`config.mk`:
```
export PLATFORM = sky130hd
export DESIGN_NAME = chess_turn_clock
export DESIGN_NICKNAME = d
export VERILOG_FILES = /design/src/rtl/chess_turn_clock.sv
export SDC_FILE = /design/constraint.sdc
export NUM_CORES = 1
export LEC_CHECK = 0
export ABC_AREA = 1
export CAP_MARGIN = 30
export CELL_PAD_IN_SITES_DETAIL_PLACEMENT = 1
export CELL_PAD_IN_SITES_GLOBAL_PLACEMENT = 1
export CORE_MARGIN = 2
export CORE_UTILIZATION = 43
export CTS_BUF_LIST = sky130_fd_sc_hd__clkbuf_8
export CTS_CLUSTER_SIZE = 10
export DETAILED_ROUTE_END_ITERATION = 7
export PLACE_DENSITY = 0.82
export SLEW_MARGIN = 25
export SYNTH_ARGS = -nofsm -noshare
export SYNTH_HDL_FRONTEND = slang
export SYNTH_SLANG_ARGS = --single-unit
```
`constraint.sdc`:
```
create_clock -name clock -period 3.23 [get_ports clock]
set_input_delay 0.323 -clock clock [delete_from_list [all_inputs] [get_ports clock]]
set_output_delay 0.323 -clock clock [all_outputs]
set_load 0.1 [all_outputs]
```
`src/rtl/chess_turn_clock.sv`:
```
// Turn sequencer and per-player countdown clock for the timed chess game.
// Tracks whose move it is, each side's remaining seconds, and flags a loss on time.
// Every output is a flop; the next-state logic is one combinational block.

module chess_turn_clock #(
  parameter int CLK_HZ   = 50_000_000,
  parameter int TIME_SEC = 600,
  parameter int INC_SEC  = 0,
  parameter int TIME_W   = 12
) (
  input  logic              clock,
  input  logic              reset,
  input  logic              start,
  input  logic              abort,
  input  logic              pause,
  input  logic              move_done,
  output logic [1:0]        state,
  output logic [TIME_W-1:0] white_time,
  output logic [TIME_W-1:0] black_time,
  output logic              sec_tick,
  output logic              timeout,
  output logic              winner
);

  localparam int PS_W = (CLK_HZ > 1) ? $clog2(CLK_HZ) : 1;
  localparam logic [PS_W-1:0]   PS_LAST   = PS_W'(CLK_HZ - 1);
  localparam logic [TIME_W-1:0] TIME_INIT = TIME_W'(TIME_SEC);
  localparam logic [TIME_W-1:0] TIME_MAX  = '1;

  typedef enum logic [1:0] {
    IDLE  = 2'b00,
    WHITE = 2'b01,
    BLACK = 2'b10,
    OVER  = 2'b11
  } state_t;

  state_t            state_q, state_d;
  logic [PS_W-1:0]   ps_q, ps_d;
  logic [TIME_W-1:0] white_d, black_d;
  logic              tick_d, timeout_d, winner_d;

  logic              tick_now;
  logic [TIME_W-1:0] active_time;
  logic [TIME_W-1:0] dec_time;
  logic [31:0]       inc_sum;
  logic [TIME_W-1:0] moved_time;
  logic [TIME_W-1:0] active_next;

  assign state = state_q;

  // Next-state logic: abort overrides everything, a timeout beats a coincident move,
  // and a move applies the increment on top of any same-cycle decrement.
  always_comb begin
    state_d     = state_q;
    ps_d        = ps_q;
    white_d     = white_time;
    black_d     = black_time;
    tick_d      = 1'b0;
    timeout_d   = timeout;
    winner_d    = winner;
    active_next = '0;

    active_time = (state_q == BLACK) ? black_time : white_time;
    tick_now    = ((state_q == WHITE) || (state_q == BLACK)) && !pause && (ps_q == PS_LAST);
    dec_time    = (tick_now && (active_time != '0)) ? active_time - 1'b1 : active_time;
    inc_sum     = 32'(dec_time) + 32'(INC_SEC);
    moved_time  = (inc_sum > 32'(TIME_MAX)) ? TIME_MAX : TIME_W'(inc_sum);

    if (abort) begin
      state_d   = IDLE;
      ps_d      = '0;
      white_d   = TIME_INIT;
      black_d   = TIME_INIT;
      timeout_d = 1'b0;
      winner_d  = 1'b0;
    end else begin
      case (state_q)
        IDLE, OVER: begin
          ps_d = '0;
          if (start) begin
            state_d   = WHITE;
            white_d   = TIME_INIT;
            black_d   = TIME_INIT;
            timeout_d = 1'b0;
            winner_d  = 1'b0;
          end
        end
        WHITE, BLACK: begin
          if (!pause) begin
            tick_d = tick_now;
            ps_d   = tick_now ? '0 : ps_q + 1'b1;
            if (tick_now && (dec_time == '0)) begin
              active_next = '0;
              state_d     = OVER;
              timeout_d   = 1'b1;
              winner_d    = (state_q == BLACK);
            end else if (move_done) begin
              active_next = moved_time;
              ps_d        = '0;
              state_d     = (state_q == WHITE) ? BLACK : WHITE;
            end else begin
              active_next = dec_time;
            end
            if (state_q == WHITE) begin
              white_d = active_next;
            end else begin
              black_d = active_next;
            end
          end
        end
        default: state_d = IDLE;
      endcase
    end
  end

  // State, prescaler and all outputs register here; reset returns to a fresh idle board.
  always_ff @(posedge clock or posedge reset) begin
    if (reset) begin
      state_q    <= IDLE;
      ps_q       <= '0;
      white_time <= TIME_INIT;
      black_time <= TIME_INIT;
      sec_tick   <= 1'b0;
      timeout    <= 1'b0;
      winner     <= 1'b0;
    end else begin
      state_q    <= state_d;
      ps_q       <= ps_d;
      white_time <= white_d;
      black_time <= black_d;
      sec_tick   <= tick_d;
      timeout    <= timeout_d;
      winner     <= winner_d;
    end
  end

endmodule
```
==> impl_results.md, run 1 <==
- Antenna diodes: 0
- Final worst-path setup slack: ~360 ps
- Antenna-violating nets left: 0
- Residual DRC: 0
- Synth Net Count: a little under 600
- Initial antenna violation count: 0
- First-pass GRT wire length: 19,910 um
- TritonCTS clock tree: built
- IO Pins: 35
- Status: complete, no violations
- Clock Tree Buf Depth: 2
- Commonest non-fill, non-tap cell in the layout: nand2_1
- Crit path capture type: flip-flop
- Synth Warn #: 0
- Nets: about 620
- Final setup fails: 0
- Final min period: 2870 ps
- Worst Path Max Fanout: 12
- CP Launch Type: flip-flop
- DPL Wire Length: 9373 um
- Crit path DAT: 3090 ps
- Hold Vio Cnt, Final: 0
- DRT Pass-1 Iters: 4
- Final TNS setup: 0 ps
- Hold crit path type: reg2reg
- R2r setup slk: 360 ps
- Dpl ws: about 270 ps
- Clock slew at reported path FFs: 110 ps
- Synthesized area: 3904 um2
- Tcrit/Tclk final: 88.84%
- Clock sink count: between 50 and 60
- DRT iter0 DRCs: 167
- Reg area: 1386 um2
- Post-CTS Setup Inserts: 0
- Sequential share of the synthesized area: 35.51%
- GRT overflow: 0
- DR vias/cell: 5.433
- Syn_area_per_cell: 6.801 um2
- Synth Flop Type: dfrtp_1
- Leakage: 2.157 nW
- Post-route insts no fill: between 700 and 800
- Vias in the first global route: 4,023
- Max cap viols: 0
- Initial core utilization: 44.55%
- Port Buffers: 34
- Layout area overhead: 15.13%
- Max-slew headroom: 31.32%
- Multi-input gate area: ~2100 um2
- Data required, critical path: 3450 ps
- RSZ-0062 raised after global routing: no
- CTS H-tree depth: 2
- Total number of vias: 3,912
- Slew @ Worst Pin: 1027 ps
- Num rows: 34
- Crit Path Class: reg2reg
- Num CTS Buffers: 5
- Unique masters post-synth: 42
- Layout cells sized above 1: 13.73%
- Ys async rst share: 100.0%
- Total GRT Usage: 24.99%
- Clk_skew: 5.213 ps
- Core area: 8763 um2
- Synth Register Bits: 55
- Die height: 99.28 um
- Placed Cells: 712
- Fillers: 1,180
- Die area: 9857 um2
- Wirelength per Cell: 16.45 um
- Max Freq: 0.3485 GHz
- GPL Wtd Cong: 0.8905
- Post-synth EDFFs: 0
- Die width: 99.28 um
- Worst-Skew Late Latency: 320 ps
- Max rail drop VDD: between 0.0004 and 0.0005 V
- Largest net degree at the start of global routing: 56
- Clock Tree Root: clkbuf_8
- Pwr Density: 706.7 nW/um2
- Slew Limit Fails: 0
- Commonest cells after routing, fill and taps aside: nand2_1, inv_1, nor2_1
- Mapped Cells: 574
- WL final: between 10,000 and 15,000 um
-- cell families after synthesis --
family	after synthesis	synth area share, %
AND/OR/NAND/NOR	351	42.47
flip-flops	55	35.51
XOR/XNOR	7	1.571
adder cells (fa/ha/maj)	4	1.282
buffers and inverters	93	9.808
AO/OA/AOI/OAI	64	9.359
-- layer usage --
layer	wire length [um]	GRT usage (%)	vias up
met3	462	3.654	22
met4	237	6.955	0
met2	5386	39.92	80
li1	-	-	1890
met5	0	0	-
met1	5758	35.46	1920
-- synth_stat cells (2+ instances only) --
cell type / count / area [um2]
nand2_1: 176 / 660.6
inv_1: 75 / 281.5
nor2_1: 63 / 236.5
dfrtp_1: 47 / 1176
nand3_1: 37 / 185.2
o21ai_0: 27 / 135.1
nand2_2: 18 / 112.6
nand4_1: 12 / 75.07
a21oi_1: 11 / 55.05
o21ai_1: 11 / 55.05
nor2_2: 10 / 62.56
dfstp_2: 8 / 210.2
nand2_4: 8 / 90.09
nor3_1: 8 / 40.04
xor2_1: 6 / 52.55
inv_2: 5 / 18.77
nor2_4: 5 / 56.30
buf_2: 4 / 20.02
clkbuf_1: 4 / 15.01
ha_1: 4 / 50.05
a211oi_1: 3 / 22.52
a221oi_1: 3 / 26.28
nor3b_1: 3 / 22.52
o21ai_2: 3 / 26.28
buf_6: 2 / 22.52
nand3_2: 2 / 20.02
nand3b_1: 2 / 15.01
nor4_1: 2 / 12.51
o22ai_1: 2 / 12.51
-- repair_timing --
item                                    in CTS  in global routing
resized for setup                            0                  1
endpoints found under the setup margin       0                  4
hold buffers                                 0                  0
-- registers in the layout, indices dropped and copies added (netlist names) --
name        flops
black_time     12
ps_q           26
sec_tick        1
state           2
timeout         1
white_time     12
winner          1
-- cell type report --
type | count | share of cell area (%)
clock buffer | 5 | 1.531
tap | 108 | 3.007
clock inverter | 3 | 1.587
inverter | 82 | 6.904
sequential | 55 | 30.85
multi-input combinational | 426 | 47.55
timing repair buffer | 41 | 8.575
-- critical path, stage by stage, from the launching register on --
cell and delay, ps:
dfrtp_1 410, inv_1 60, ha_2 280, inv_4 220
nand2_1 110, nand2_1 200, nand2_2 140, inv_1 110
nand2_1 60, nor2_2 170, nand3_1 110, nand2_1 80
nand2_1 70, nor2_1 140, nand2_1 80, nor2_2 130
nand2_2 110, nand2_1 90, nand2_1 70, nand2_1 60
nand2_1 50
-- metrics by stage --
| step | hold WS, ps | power [mW] | instance area, um2 | util (%) |
|---|---|---|---|---|
| after floorplan | 455.3 | 2.174 | 3904 | - |
| after CTS | 501.7 | 3.184 | 4492 | 51.26 |
| final | 504.3 | 3.176 | 4494 | 51.29 |
| after global routing | 540.4 | 3.360 | 4494 | 51.29 |
| after global placement | 462.5 | 2.547 | 4352 | 49.66 |
| after detailed placement | 477.7 | 2.592 | 4352 | 49.66 |
-- final timing paths --
path	start	end	depth (start not counted)
worst max-delay path	state[0]	winner	20
worst min-delay path	ps_q[20]	ps_q[20]	1
worst max register to register	state[0]	winner	20
worst min register to register	ps_q[20]	ps_q[20]	1
max in group asynchronous	reset	black_time[1]	3
min in group asynchronous	reset	white_time[10]	3
-- report_power, final --
part	internal (mW)	switching, mW	leakage [nW]
Combinational	0.416	1.35	1.35
Sequential	0.781	0.0482	0.739
Clock	0.315	0.261	0.0703
Total	1.51	1.66	2.16
No activity file was read; power rests on OpenSTA's default activity.
==> inputs of run 2 (changes only) <==
Clock period 3.23 ns to 3 ns, I/O delays scaled along.
==> run 2 against run 1 <==
  * Via count shrank 2.1%
  * Non-clock buffer count grew 7
  * Highest routed layer unchanged
  * Cell count grew 0.97%
  * Register-to-register slack lost 90 ps
  * Sequential share of layout area shrank 0.056 points
  * Sequential power grew 8.0%
  * Largest cell class unchanged
==> impl_results.md, run 2 (synthesis results as in run 1) <==
- GRT overflow: 0
- Total GRT Usage: 25.68%
- DRT iter0 DRCs: 182
- IO Pins: 35
- Placed Cells: 719
- Nets: 628
- Clock sink count: 55
- FF-to-FF Start: state[0]
- Clock Tree Buf Depth: 2
- DPL Wire Length: approximately 9500 um
- Antenna-violating nets left: 0
- R2r setup slk: about 270 ps
- Combinational power share: 56.1%
- Layout area overhead: 15.54%
- Clk pwr share: roughly 18%
- CTS H-tree depth: 2
- Largest net degree at the start of global routing: 28
- Max cap viols: 0
- DR vias/cell: about 5.3
- RSZ-0062 raised after global routing: no
- Max rail drop VDD: 0.0006318 V
- DRT Pass-1 Iters: 5
- Final setup fails: 0
- Biggest regs: ps_q: 26 flops, black_time: 12 flops, white_time: 12 flops
- Residual DRC: 0
- Clk_skew: 17.53 ps
- First-pass GRT wire length: 20,260 um
- Register share of total power: 25.9%
- Total number of vias: 3,829
- Num rows: 34
- Post-CTS Setup Inserts: 0
- Die height: between 90 and 100 um
- Dpl ws: 99.25 ps
- Switching power share of the total: 51.88%
- CP Launch Type: flip-flop
- Largest Register: ps_q
- Die width: 99.28 um
- Core area: slightly below 9000 um2
- Internal cell power: 1.663 mW
- Max Freq: 0.3667 GHz
- Num CTS Buffers: 5
- Critical-path top delay cell: dfrtp_2
- Final worst-path setup slack: 273.2 ps
- TritonCTS clock tree: built
- Slew @ Worst Pin: 632.4 ps
- Vias in the first global route: 3,987
- Clock slew at reported path FFs: 120 ps
- Hold crit path type: in2async
- Final TNS setup: 0 ps
- Leakage: 2.233 nW
- Max stage delay on crit path: 450 ps
- Post-route insts no fill: about 730
- Slew Limit Fails: 0
- Clock Tree Root: clkbuf_8
- Antenna diodes: 0
- Switching power: 1.793 mW
- Port Buffers: 34
- Worst Path Max Fanout: 11
- Fillers: 1,177
- Initial core utilization: 44.55%
- Initial antenna violation count: 0
- Final min period: 2727 ps
- Max-slew headroom: 57.78%
- Crit path capture type: flip-flop
- Commonest non-fill, non-tap cell in the layout: nand2_1
- Worst-Skew Late Latency: roughly 330 ps
- Crit Path Class: reg2reg
- Pwr Density: 766.0 nW/um2
- Max FFs per register: 26
- Wirelength per Cell: 16.58 um
- WL final: 12,060 um
- Tcrit/Tclk final: between 90% and 100%
- Hold Vio Cnt, Final: 0
- Die area: between 9000 and 10,000 um2
- Commonest cells after routing, fill and taps aside: nand2_1, inv_1, nor2_1
- Data required, critical path: 3220 ps
- Crit path top cell by count: nand2_1
- GPL Wtd Cong: 0.9140
- Crit path DAT: 2950 ps
- Layout cells sized above 1: 19.39%
- Reg2Reg Capture Point: state[0]
- Status: complete, no violations
- Crit path cell chain: inv_1 -> ha_4 -> buf_6 -> nand2_1 -> o21ai_2 -> ha_2 -> inv_1 -> nor2_4 -> nand2_2 -> nor2_4 -> nor2_4 -> nand2_2 -> nand2_2 -> nor2_1 -> nand2_1 -> nor2_2 -> nand2_2 -> nand2_1 -> nand2_1 -> nand2_1 -> nand2_1
- Worst R2R Path Depth: 21
==> run 2: timing repair <==
item / CTS / global route
resized for setup: 0 / 6
endpoints found under the setup margin: 0 / 4
hold buffers: 0 / 0
==> run 2: power groups by stage <==
stage | combinational, mW | sequential (mW) | clock [mW]
6_report | 1.94 | 0.896 | 0.620
5_1_grt | 2.12 | 0.909 | 0.654
4_1_cts | 1.91 | 0.895 | 0.627
3_5_place_dp | 1.90 | 0.909 | 0
3_3_place_gp | 1.88 | 0.903 | 0
2_1_floorplan | 0.989 | 1.35 | 0
==> run 2: worst max-delay path by stage <==
stage,startpoint,to,cells past startpoint
5_1_grt,state[0],winner,21
6_report,state[0],state[0],21
3_5_place_dp,state[0],timeout,19
3_3_place_gp,state[1],timeout,18
4_1_cts,state[0],winner,19
2_1_floorplan,state[0],timeout,20
==> run 2: worst max-delay path, delay by kind of cell (launching register included) <==
kind / cells / cell delay, ps
buffers and inverters: 3 / 330
AND/OR/NAND/NOR: 15 / 1330
flip-flops: 1 / 450
AO/OA/AOI/OAI: 1 / 90
adder cells (fa/ha/maj): 2 / 420
==> run 2: final cells by class <==
type                       instances  area [um2]  share of cell area (%)
multi-input combinational        426        2160                   47.88
sequential                        55        1389                   30.79
timing repair buffer              48       376.6                   8.350
inverter                          82       310.3                   6.879
tap                              108       135.1                   2.996
clock inverter                     3       71.32                   1.581
clock buffer                       5       68.82                   1.526
==> run 2: stage by stage <==
| step | power [mW] | hold slack, ps | cell area (um2) | utilization [%] |
|---|---|---|---|---|
| 3_3_place_gp | 2.782 | 474.8 | 4342 | 49.54 |
| 3_5_place_dp | 2.810 | 477.4 | 4342 | 49.54 |
| 2_1_floorplan | 2.343 | 455.3 | 3906 | - |
| 5_1_grt | 3.681 | 419.3 | 4511 | 51.47 |
| 4_1_cts | 3.436 | 411.6 | 4482 | 51.14 |
| 6_report | 3.455 | 375.1 | 4511 | 51.47 |
==> run 2: routing by layer <==
metal,wire length (um),vias to the layer above,global-route usage (%)
met5,0,-,0
met4,121,0,4.426
met3,465,8,3.092
met2,5567,74,42.20
met1,5902,1840,37.02
li1,-,1907,-
